==> src/rtl/isa_pkg.sv <==
// Shared fetch-path types and constants: instruction width, fetch FSM states
// and the default reset PC.
package isa_pkg;

  localparam int INSTR_W      = 32;
  localparam int DEF_ADDR_W   = 10;
  localparam int DEF_RESET_PC = 0;

  typedef enum logic [1:0] {
    IDLE = 2'd0,
    RUN  = 2'd1,
    HALT = 2'd2
  } fetch_state_t;

endpackage

==> src/rtl/inst_fetch_ctrl_if.sv <==
// Fetch-side bus bundle: instruction-memory read port plus the valid/ready
// stream of fetched words towards decode.
interface inst_fetch_ctrl_if #(
  parameter int ADDR_W = 10
) ();
  import isa_pkg::*;

  logic [31:0]         imem_addr;
  logic                imem_en;
  logic [INSTR_W-1:0]  imem_rdata;
  logic                if_valid;
  logic                if_ready;
  logic [INSTR_W-1:0]  if_instr;
  logic [ADDR_W-1:0]   if_pc;

  modport master (
    output imem_addr, imem_en, if_valid, if_instr, if_pc,
    input  imem_rdata, if_ready
  );

  modport slave (
    input  imem_addr, imem_en, if_valid, if_instr, if_pc,
    output imem_rdata, if_ready
  );
endinterface

==> src/rtl/inst_fetch_ctrl_fetch_buf.sv <==
// Two-entry in-order FIFO with flush. The head lives in entry 0 so the output
// is a plain register and holds its last value once the FIFO drains.
module fetch_buf #(
  parameter int W = 42
) (
  input  logic         clk,
  input  logic         rst_n,
  input  logic         flush,
  input  logic         push,
  input  logic         pop,
  input  logic [W-1:0] din,
  output logic [W-1:0] dout,
  output logic         valid,
  output logic [1:0]   count
);

  logic [W-1:0] ent_reg [2];
  logic [1:0]   count_reg;
  logic [1:0]   wr_idx;

  // After a pop the remaining entry shifts down, so the write slot moves with it.
  assign wr_idx = count_reg - {1'b0, pop};

  always_ff @(posedge clk or negedge rst_n) begin
    if (!rst_n) begin
      for (int i = 0; i < 2; i++) ent_reg[i] <= '0;
      count_reg <= 2'd0;
    end else if (flush) begin
      count_reg <= 2'd0;
    end else begin
      // Shift only when a second entry exists; otherwise entry 0 keeps its old value.
      if (pop && count_reg == 2'd2) ent_reg[0] <= ent_reg[1];
      if (push) ent_reg[wr_idx[0]] <= din;
      count_reg <= count_reg + {1'b0, push} - {1'b0, pop};
    end
  end

  assign dout  = ent_reg[0];
  assign valid = (count_reg != 2'd0);
  assign count = count_reg;

endmodule

==> src/rtl/inst_fetch_ctrl.sv <==
// Instruction fetch sequencer: owns the PC, reads one word per cycle from a
// combinational memory and queues {instr, pc} towards decode.
module inst_fetch_ctrl
  import isa_pkg::*;
#(
  parameter int                ADDR_W    = DEF_ADDR_W,
  parameter logic [ADDR_W-1:0] RESET_PC  = ADDR_W'(DEF_RESET_PC),
  parameter int                BUF_DEPTH = 2
) (
  input  logic              clk,
  input  logic              rst_n,
  input  logic              start,
  input  logic              halt_req,
  input  logic              redirect_valid,
  input  logic [ADDR_W-1:0] redirect_pc,
  output logic [1:0]        fetch_state,
  inst_fetch_ctrl_if.master bus
);

  localparam int BUF_W = INSTR_W + ADDR_W;

  fetch_state_t      state_reg, state_next;
  logic [ADDR_W-1:0] pc_reg, pc_next;
  logic              fetch_en;
  logic              pop;
  logic [1:0]        buf_count;
  logic              buf_valid;
  logic [BUF_W-1:0]  buf_dout;

  // A redirect flushes the buffer, so a handshake in that cycle is not a delivery.
  assign pop      = buf_valid && bus.if_ready && !redirect_valid;
  assign fetch_en = (state_reg == RUN) && !redirect_valid &&
                    ((int'(buf_count) < BUF_DEPTH) || pop);

  always_comb begin
    state_next = state_reg;
    case (state_reg)
      IDLE:    if (start)    state_next = RUN;
      RUN:     if (halt_req) state_next = HALT;
      HALT:    if (start)    state_next = RUN;
      default:               state_next = IDLE;
    endcase
  end

  always_comb begin
    pc_next = pc_reg;
    if (redirect_valid) pc_next = redirect_pc;
    else if (fetch_en)  pc_next = pc_reg + 1'b1;
  end

  always_ff @(posedge clk or negedge rst_n) begin
    if (!rst_n) begin
      state_reg <= IDLE;
      pc_reg    <= RESET_PC;
    end else begin
      state_reg <= state_next;
      pc_reg    <= pc_next;
    end
  end

  fetch_buf #(.W(BUF_W)) u_fetch_buf (
    .clk   (clk),
    .rst_n (rst_n),
    .flush (redirect_valid),
    .push  (fetch_en),
    .pop   (pop),
    .din   ({bus.imem_rdata, pc_reg}),
    .dout  (buf_dout),
    .valid (buf_valid),
    .count (buf_count)
  );

  assign bus.imem_addr = {{(32-ADDR_W){1'b0}}, pc_reg};
  assign bus.imem_en   = fetch_en;
  assign bus.if_valid  = buf_valid;
  assign bus.if_instr  = buf_dout[BUF_W-1:ADDR_W];
  assign bus.if_pc     = buf_dout[ADDR_W-1:0];
  assign fetch_state   = state_reg;

endmodule

==> src/flat_wrapper.sv <==
// flat-port wrapper written by rule: the top's interface ports become plain ports
module inst_fetch_ctrl_flat import isa_pkg::*;
#(
  parameter int                ADDR_W    = DEF_ADDR_W,
  parameter logic [ADDR_W-1:0] RESET_PC  = ADDR_W'(DEF_RESET_PC),
  parameter int                BUF_DEPTH = 2
)
  (clk, rst_n, start, halt_req, redirect_valid, redirect_pc, fetch_state, bus_imem_addr, bus_imem_en, bus_if_valid, bus_if_instr, bus_if_pc, bus_imem_rdata, bus_if_ready);
  inst_fetch_ctrl_if #(.ADDR_W(ADDR_W)) bus_i ();
  input  logic clk;
  input  logic rst_n;
  input  logic start;
  input  logic halt_req;
  input  logic redirect_valid;
  input  logic [ADDR_W-1:0] redirect_pc;
  output logic [1:0] fetch_state;
  output wire logic [$bits(bus_i.imem_addr)-1:0] bus_imem_addr;
  output wire logic [$bits(bus_i.imem_en)-1:0] bus_imem_en;
  output wire logic [$bits(bus_i.if_valid)-1:0] bus_if_valid;
  output wire logic [$bits(bus_i.if_instr)-1:0] bus_if_instr;
  output wire logic [$bits(bus_i.if_pc)-1:0] bus_if_pc;
  input wire logic [$bits(bus_i.imem_rdata)-1:0] bus_imem_rdata;
  input wire logic [$bits(bus_i.if_ready)-1:0] bus_if_ready;
  assign bus_imem_addr = bus_i.imem_addr;
  assign bus_imem_en = bus_i.imem_en;
  assign bus_if_valid = bus_i.if_valid;
  assign bus_if_instr = bus_i.if_instr;
  assign bus_if_pc = bus_i.if_pc;
  assign bus_i.imem_rdata = bus_imem_rdata;
  assign bus_i.if_ready = bus_if_ready;
  inst_fetch_ctrl #(.ADDR_W(ADDR_W), .RESET_PC(RESET_PC), .BUF_DEPTH(BUF_DEPTH)) u_core (.clk(clk), .rst_n(rst_n), .start(start), .halt_req(halt_req), .redirect_valid(redirect_valid), .redirect_pc(redirect_pc), .fetch_state(fetch_state), .bus(bus_i));
endmodule
==> config.mk <==
export PLATFORM = sky130hd
export DESIGN_NAME = inst_fetch_ctrl_flat
export DESIGN_NICKNAME = d
export VERILOG_FILES = /design/src/rtl/isa_pkg.sv /design/src/rtl/inst_fetch_ctrl_if.sv /design/src/rtl/inst_fetch_ctrl_fetch_buf.sv /design/src/rtl/inst_fetch_ctrl.sv /design/src/flat_wrapper.sv
export SDC_FILE = /design/constraint.sdc
export NUM_CORES = 1
export LEC_CHECK = 0
export CAP_MARGIN = 20
export CORE_ASPECT_RATIO = 1.25
export CORE_UTILIZATION = 45
export CTS_CLUSTER_SIZE = 40
export DETAILED_ROUTE_END_ITERATION = 10
export PLACE_DENSITY = 0.87
export SLEW_MARGIN = 10
export SYNTH_ARGS = -nofsm -noshare
export SYNTH_HDL_FRONTEND = slang
export SYNTH_SLANG_ARGS = --single-unit
export TNS_END_PERCENT = 1
==> constraint.sdc <==
create_clock -name clk -period 1.8 [get_ports clk]
set_clock_uncertainty 0.2 [all_clocks]
set_input_delay 0.36 -clock clk [delete_from_list [all_inputs] [get_ports clk]]
set_output_delay 0.36 -clock clk [all_outputs]
set_load 0.1 [all_outputs]
### Yosys cells after proc, flatten, opt, wreduce, memory -nomap -nowiden

Cells that the tools add are included.

* bits in registers: 98
* bits of input ports: 48
* output and inout bits: 78
* word-level logic and storage cells: 45

* add/sub/neg operators: 4
* $lt $le $gt $ge: 3
* equality and inequality tests: 5
* muxes and demuxes: 12
* bitwise logic cells: 2
* reduce and logical (&&, ||, !) cells: 14

Operators with widths (number)
* $mux 42: 3
* $bwmux 84: 1
* $mux 84: 1
* $demux 42 s1: 1
* $mux 10: 2
* $add 10x1->10 const B: 1
* $logic_and 1x1->1: 6
* $mux 2: 3
* $eq 2x2->1 const B: 2
* $pmux 2 s2: 1
* $reduce_and 2->1: 2
* $reduce_bool 2->1: 2
* $add 2x1->2: 1
* $eq 2x1->1 const B: 1
* $ge 2x2->1 const B: 1
* $logic_not 2->1: 1
* $lt 2x1->1 const B: 1
* $lt 2x2->1 const B: 1
* $ne 2x1->1 const B: 1
* $ne 2x2->1 const B: 1
* $not 1->2: 1
* $reduce_or 2->1: 1
* $sub 2x1->2: 1
* $logic_not 1->1: 1
* other kinds (3): 3

### Logic depth before layout (Yosys ltp)

Gate-level depths: netlist of the first run.

* depth after elaboration: 11
* mapped depth: 9
* depth with buffers taken out: 8

### Cells and area by module

From an unflattened synthesis of the first run, not the netlist that was laid out.

* cell total of the unflattened synthesis: 385
* area total of the unflattened synthesis: 4759.6 µm²

Modules (own cells, without submodules)
* fetch_buf: times used 1, cells an instance 291, area each 3918.8 µm², seq. area each 2152.1 µm²
* inst_fetch_ctrl: times used 1, cells an instance 94, area each 840.8 µm², seq. area each 300.3 µm²

### Least setup slack after synthesis of the first run

No wires, ideal clock.

* kind: reg-to-reg
* from: register u_core.state_reg[0], in the netlist u_core.fetch_state[0]
* to: register u_core.u_fetch_buf.count_reg[0], in the netlist u_core.u_fetch_buf.count[0]
* setup time: 131 ps
* arrival: 4460 ps
* data required time: 1469 ps
* slack: -2991 ps
* cell stages (with the launch flop): 9
* path buffers: 1
* period minus slack after synthesis: 4791 ps
* path through: dfrtp_1 > nand2b_1 > clkbuf_1 > nor3_1 > inv_1 > ha_1 > inv_1 > ha_1 > nor2b_1

* cells in the longest elaborated chain, start to end: 6

Ends and longest elaborated chain
* start: declaration: RTL line inst_fetch_ctrl.sv:22 `fetch_state_t state_reg, state_next;`
* start signal: assignment: RTL line inst_fetch_ctrl.sv:56 `state_reg <= state_next;`
* $eq 2x1->1: RTL line inst_fetch_ctrl.sv:32 `assign fetch_en = (state_reg == RUN) && !redirect_valid &&`
* $logic_and 1x1->1 (2 in series): RTL line inst_fetch_ctrl.sv:32
* named net bus_imem_en: RTL line flat_wrapper.sv:18 `output wire logic [$bits(bus_i.imem_en)-1:0] bus_imem_en;`
* $add 2x1->2: RTL line inst_fetch_ctrl_fetch_buf.sv:34 `count_reg <= count_reg + {1'b0, push} - {1'b0, pop};`
* $sub 2x1->2: RTL line inst_fetch_ctrl_fetch_buf.sv:34
* $mux 2: RTL line inst_fetch_ctrl_fetch_buf.sv:28 `end else if (flush) begin`
* end signal: assignment: RTL line inst_fetch_ctrl_fetch_buf.sv:34
* end: declaration: RTL line inst_fetch_ctrl_fetch_buf.sv:18 `logic [1:0] count_reg;`

The timed path passes the listed nets, and every way through them passes these cells.
A chain may end at the register's enable or synchronous reset.

### Worst setup path after layout of the first run

* from: register u_core.state_reg[1], in the netlist u_core.fetch_state[1]
* to: output bus_imem_en

* cells in the longest elaborated chain, start to end: 3

Ends and longest elaborated chain (RTL line)
* $eq 2x1->1: inst_fetch_ctrl.sv:32
* $logic_and 1x1->1 (2 in series): inst_fetch_ctrl.sv:32
* end: declaration: flat_wrapper.sv:18

Every way passes these cells.

==> results of run 1 <==
==> critical path, delay by kind of cell, from the launching register on <==
kind                   cells  cell delay (ns)
AND/OR/NAND/NOR            2             0.28
buffers and inverters      3             0.42
flip-flops                 1             0.48
==> per-stage QoR <==
step                      total power, uW  area [um2]
final                               14100        6950
after detailed placement            11900        6570
after CTS                           14100        6940
after global routing                14600        6950
after floorplan                      9500        5070
after global placement              11700        6570
==> synthesized netlist by cell type (all sizes together) (4+ instances only) <==
| master | number |
|---|---|
| o21ai | 51 |
| nor4 | 4 |
| inv | 7 |
| dfrtp | 98 |
| clkbuf | 9 |
| mux2i | 43 |
| buf | 80 |
| nand2 | 53 |
| mux2 | 41 |
| nor3 | 5 |
| xnor2 | 9 |
==> routing by layer <==
metal	track usage, %	vias to the layer above	share of wire [%]
met1	23.3	1575	41
li1	-	1529	-
met4	7.28	0	2.2
met3	4.79	17	4.9
met5	0	-	0
met2	31.8	104	52
==> final timing paths <==
path | from | end | slack, ns | cells after the start
max | u_core.fetch_state[1]$_DFFE_PN0P_ | bus_imem_en | -0.29 | 5
min reg2reg | flip-flop | flip-flop | 0.31 | 1
max reg2reg | u_core.u_fetch_buf.count[1]$_DFF_PN0_ | flip-flop | -0.27 | 5
max in group asynchronous | rst_n | u_core.fetch_state[1]$_DFFE_PN0P_ | 0.77 | 3
min in group asynchronous | rst_n | u_core.u_fetch_buf.dout[23]$_DFFE_PN0N_ | 0.35 | 3
min | flip-flop | flip-flop | 0.31 | 1
==> power by group <==
part	switching (uW)	internal, uW	leakage [uW]	total, uW
registers	822	3120	0.00123	3940
logic	4890	3080	0.00172	7970
clock network	794	1350	0.000166	2140
==> area by class of cell <==
type	instances	area share (%)
sequential	98	35.4
timing repair buffer	137	28.5
multi-input combinational	258	28.5
clock buffer	10	3.29
tap	132	2.37
clock inverter	6	1.51
inverter	7	0.378
==> timing repair <==
item                                   4_1_cts  5_1_grt
gates cloned                                 0        0
resized for setup                            8        7
setup endpoints to repair                   92       94
hold buffers                                 1        0
endpoints found under the hold margin       98        0
pin swaps                                    3        0
==> cell families after synthesis <==
| group | count (synthesis) | synth area share (%) |
|---|---|---|
| flops | 98 | 49.5 |
| buf+inv | 96 | 13.2 |
| mux | 84 | 21.0 |
| simple gates | 82 | 7.65 |
| compound gates | 57 | 6.08 |
| xor+xnor | 10 | 1.77 |
| fa+ha+maj | 3 | 0.757 |
| other cells | 1 | 0.0757 |
==> out/qor.csv, run 1 <==
stage,metric,value,unit
status,status,"complete, but fails checks",
grt,grt.overflow.total,0,
detailed_routing,ant_nets,0,
logic_synthesis,synth_ff_type,dfrtp_1,
timing,hold_viol_final,0,
clocking,cts.path.max_buffers,2,
logic_synthesis,synth_area_leader_cell,dfrtp_1,
clocking,clk_latency,0.34,ns
grt,grt_usage,19.0,%
die,die_x,95.9,um
final_layout,final_core_util,65.2,%
logic_synthesis,synth.avg_cell_area,11.5,um2
timing,drv_slew,0,
final_layout,final_common_cell,dfrtp_1,
status,violations,negative setup slack,
power,cellPowerDensity,2020,mW/mm2
clocking,cts_buffers,9,
logic_synthesis,yosys_warnings,0,
setup_path,cp.required,1.24,ns
die,core,0.0107,mm2
placed_design,dp_slack,-0.675,ns
timing,timing.final.ws_setup,-0.287,ns
detailed_routing,dr.pass1.iters,4,
clocking,path_clk_slew,0.07,ns
clocking,htreeDepth,3,
timing,setup_viol,81,
setup_path,cp_cell_sequence,"nand2b_4, buf_6, nor3_4, buf_6, buf_12",
flow_run,max_cap_viol_count,0,
detailed_routing,wl_per_cell,15.8,um
detailed_routing,drt_iter0_drc,170,
power,power_leakage,0.00312,uW
final_layout,multi_input_area,0.00198,mm2
detailed_routing,drc_errors,0,
setup_path,cp-end-kind,primary output,
timing,whs,0.312,ns
logic_synthesis,synth.top_cell.area_share,49.5,%
die,die_area,0.0114,mm2
grt,grt_antenna_before_repair,0,
clocking,clock-sinks,98,
logic_synthesis,ys_types,34,
logic_synthesis,ys_ff_latch,98,
logic_synthesis,postSynthCellCount,431,
clocking,cts_setup_buffers,0,
detailed_routing,vias_per_cell,4.98,
placed_design,numPlacedInstances,631,
power,vdd_drop_max,0.875,mV
final_layout,stdcell_count,648,
worst_hold_path,hold_path_class,flip-flop to flip-flop,
logic_synthesis,ys_seq_area_share,49.5,%
grt,grt_max_degree,52,
setup_path,worstPathMaxFanout,7,
final_layout,area_growth,40.3,%
detailed_routing,routed_wl,10200,um
placed_design,place.gp.congestion,0.810,
die,fp-row-count,42,
timing,rsz0062_at_grt,yes,
setup_path,start_kind,flip-flop,
clocking,ctsRootBufferMaster,clkbuf_16,
final_layout,final_cell_mix,"95 x dfrtp_1, 66 x buf_12, 53 x nand2_1",
timing,period_share,116,%
logic_synthesis,ys_top_cells_by_area,"dfrtp_1 49%, mux2_4 12%, buf_4 10%",
final_layout,layout-drive-gt1-share,31.0,%
clocking,cts_tree,done,
grt,grt_pass1_wl,16500,um
setup_path,crit_slowest_cell,dfrtp_4,
setup_path,critical_path_class,flip-flop to primary output,
die,start_util,46.5,%
timing,finalSetupTns,-11.99,ns
final_layout,antenna_cells,0,
final_layout,nFillCells,748,
logic_synthesis,async_reset_ff_share,100,%
final_layout,seq_area,0.00246,mm2
timing,min_period,2.09,ns
setup_path,critPathMaxStageDelay,0.48,ns
die,dieHeight,119,um
timing,fmax,479,MHz
logic_synthesis,synth_area,0.00496,mm2
logic_synthesis,synth_edf_count,0,
setup_path,crit_top_cell,buf_6,
die,ioPinCount,126,
placed_design,io_buffers,103,
final_layout,layout.nets,562,
placed_design,place_hpwl,7530,um
detailed_routing,vias,3225,
setup_path,arrival,1.53,ns
grt,grt_pass1_vias,3314,
(Power assumes the default switching activity.)
==> inputs of run 2 (changes only) <==
--- a/config.mk
+++ b/config.mk
@@ -7,10 +7,10 @@
 export LEC_CHECK = 0
 export CAP_MARGIN = 20
 export CORE_ASPECT_RATIO = 1.25
-export CORE_UTILIZATION = 45
+export CORE_UTILIZATION = 49
 export CTS_CLUSTER_SIZE = 40
 export DETAILED_ROUTE_END_ITERATION = 10
-export PLACE_DENSITY = 0.87
+export PLACE_DENSITY = 0.9
 export SLEW_MARGIN = 10
 export SYNTH_ARGS = -nofsm -noshare
 export SYNTH_HDL_FRONTEND = slang
==> constraint.sdc (replaced) <==
create_clock -name clk -period 2.05 [get_ports clk]
set_clock_uncertainty 0.2 [all_clocks]
set_input_delay 0.41 -clock clk [delete_from_list [all_inputs] [get_ports clk]]
set_output_delay 0.41 -clock clk [all_outputs]
set_load 0.1 [all_outputs]
==> out/qor.csv, run 2 (synthesis gave the netlist of run 1 again) <==
stage,metric,value,unit,change
die,core,0.00971,mm2,-9.0%
setup_path,worstPathMaxFanout,2,,-5
clocking,clk_latency,0.33,ns,about the same
setup_path,start_kind,flip-flop,,
detailed_routing,dr.pass1.iters,4,,unchanged
timing,fmax,461,MHz,
grt,grt.overflow.total,0,,unchanged
setup_path,cp.required,1.44,ns,+0.20 ns
grt,grt_antenna_before_repair,0,,unchanged
worst_hold_path,hold_depth,1,,unchanged
timing,whs,0.312,ns,-0.000351 ns
status,status,"complete, but fails checks",,
detailed_routing,vias_per_cell,5.10,,+2.5%
detailed_routing,routed_wl,10600,um,+3.5%
timing,drv_slew,0,,unchanged
placed_design,numPlacedInstances,624,,-1.1%
detailed_routing,ant_nets,0,,unchanged
die,die_area,0.0105,mm2,-8.0%
grt,grt_usage,21.3,%,+2.3 points
setup_path,crit_top_cell,buf_6,,
final_layout,layout.nets,564,,+0.36%
clocking,htreeDepth,3,,unchanged
grt,grt_max_degree,51,,-1.9%
timing,timing.final.ws_setup,-0.117,ns,+0.169 ns
die,start_util,51.0,%,+4.6 points
setup_path,r2r-end,u_core.u_fetch_buf.count[0]$_DFF_PN0_,,
setup_path,cp-end-kind,primary output,,
clocking,ctsRootBufferMaster,clkbuf_16,,
placed_design,place.gp.congestion,0.804,,-0.83%
clocking,clock-sinks,98,,unchanged
placed_design,io_buffers,103,,unchanged
setup_path,rr_startpoint,u_core.fetch_state[1]$_DFFE_PN0P_,,
timing,rsz0062_at_grt,yes,,
final_layout,antenna_cells,0,,unchanged
placed_design,place_hpwl,7590,um,+0.82%
die,dieHeight,114,um,-4.1%
timing,finalSetupTns,-1.75,ns,+10.24 ns
detailed_routing,drt_iter0_drc,126,,-26%
final_layout,area_growth,39.6,%,
final_layout,final_cell_mix,"96 x dfrtp_1, 63 x buf_12, 52 x nand2_1",,
die,ioPinCount,126,,unchanged
clocking,cts_buffers,9,,unchanged
timing,setup_viol,44,,-46%
setup_path,critPathMaxStageDelay,0.47,ns,about the same
detailed_routing,vias,3285,,+1.9%
clocking,path_clk_slew,0.06,ns,about the same
final_layout,final_common_cell,dfrtp_1,,
final_layout,nFillCells,641,,-14%
grt,grt_pass1_wl,17300,um,+5.0%
power,power_leakage,0.00311,uW,-0.55%
flow_run,max_cap_viol_count,0,,unchanged
power,vdd_drop_max,0.839,mV,-4.1%
setup_path,critical_path_class,flip-flop to primary output,,
die,fp-row-count,40,,-4.8%
worst_hold_path,hold_path_class,flip-flop to flip-flop,,
timing,min_period,2.17,ns,
detailed_routing,drc_errors,0,,unchanged
detailed_routing,wl_per_cell,16.4,um,+4.1%
final_layout,layout-drive-gt1-share,30.9,%,-0.12 points
final_layout,stdcell_count,644,,-0.62%
timing,hold_viol_final,0,,unchanged
status,violations,negative setup slack,,
setup_path,crit_slowest_cell,dfrtp_4,,
clocking,cts.path.max_buffers,2,,unchanged
die,die_x,92.0,um,-4.1%
setup_path,cp_cell_sequence,"nand2b_4, buf_6, nor3_4, buf_6, buf_12",,
clocking,cts_tree,done,,
power,cellPowerDensity,1780,mW/mm2,-12%
timing,period_share,106,%,
setup_path,reg2reg_slack,-0.07,ns,+0.20 ns
setup_path,r2r_cells,9,,+4
setup_path,arrival,1.56,ns,+0.03 ns
grt,grt_pass1_vias,3485,,+5.2%
==> run 2: how the worst max path moves through the flow <==
stage                                 startpoint                                    end
3_3_place_gp                        bus_if_ready                              flip-flop
4_1_cts        u_core.fetch_state[1]$_DFFE_PN0P_                            bus_imem_en
5_1_grt        u_core.fetch_state[1]$_DFFE_PN0P_                            bus_imem_en
2_1_floorplan  u_core.fetch_state[1]$_DFFE_PN0P_  u_core.u_fetch_buf.count[0]$_DFF_PN0_
6_report       u_core.fetch_state[1]$_DFFE_PN0P_                            bus_imem_en
3_5_place_dp                        bus_if_ready                              flip-flop
==> run 2: layout make-up <==
cell class | count | area (um2) | share of cell area (%)
Sequential cell | 98 | 2460 | 35.6
Timing Repair Buffer | 139 | 1980 | 28.6
Multi-Input combinational cell | 258 | 1970 | 28.5
Clock buffer | 12 | 246 | 3.56
Tap cell | 126 | 158 | 2.28
Clock inverter | 4 | 75.1 | 1.09
Inverter | 7 | 26.3 | 0.380
==> run 2: per-stage QoR <==
stage | utilization, % | cell area (um2) | setup slack [ns] | total power [uW]
after floorplan | - | 5070 | -0.819 | 8350
after CTS | 71.0 | 6890 | -0.105 | 12300
after detailed placement | 67.1 | 6520 | -0.386 | 10400
final | 71.2 | 6920 | -0.117 | 12300
after global routing | 71.2 | 6920 | -0.178 | 12700
after global placement | 67.1 | 6520 | -0.389 | 10200
==> run 2: routing by layer <==
metal  GRT usage (%)  part of all wire, %
met5               0                    0
met3            2.19                  3.7
met4            11.3                  3.3
met1            24.4                   39
met2            39.2                   54
==> run 2: repair_timing <==
action,4_1_cts,5_1_grt
hold buffers,1,0
setup buffers,3,0
resized for setup,7,11
pin swaps,2,0
endpoints found under the setup margin,47,89
hold endpoints to repair,36,0
cloned,0,0
==> run 2: power by group <==
group | switching (uW) | leakage [uW] | internal, uW
Clock | 691 | 0.000149 | 1100
Sequential | 765 | 0.00124 | 2730
Combinational | 4290 | 0.00172 | 2710
Total | 5740 | 0.00311 | 6550
==> run 2: critical path: cells and delay by family, from the launching register on <==
family | cells | cell delay, ns
buffers and inverters | 3 | 0.41
AND/OR/NAND/NOR | 2 | 0.34
flip-flops | 1 | 0.47
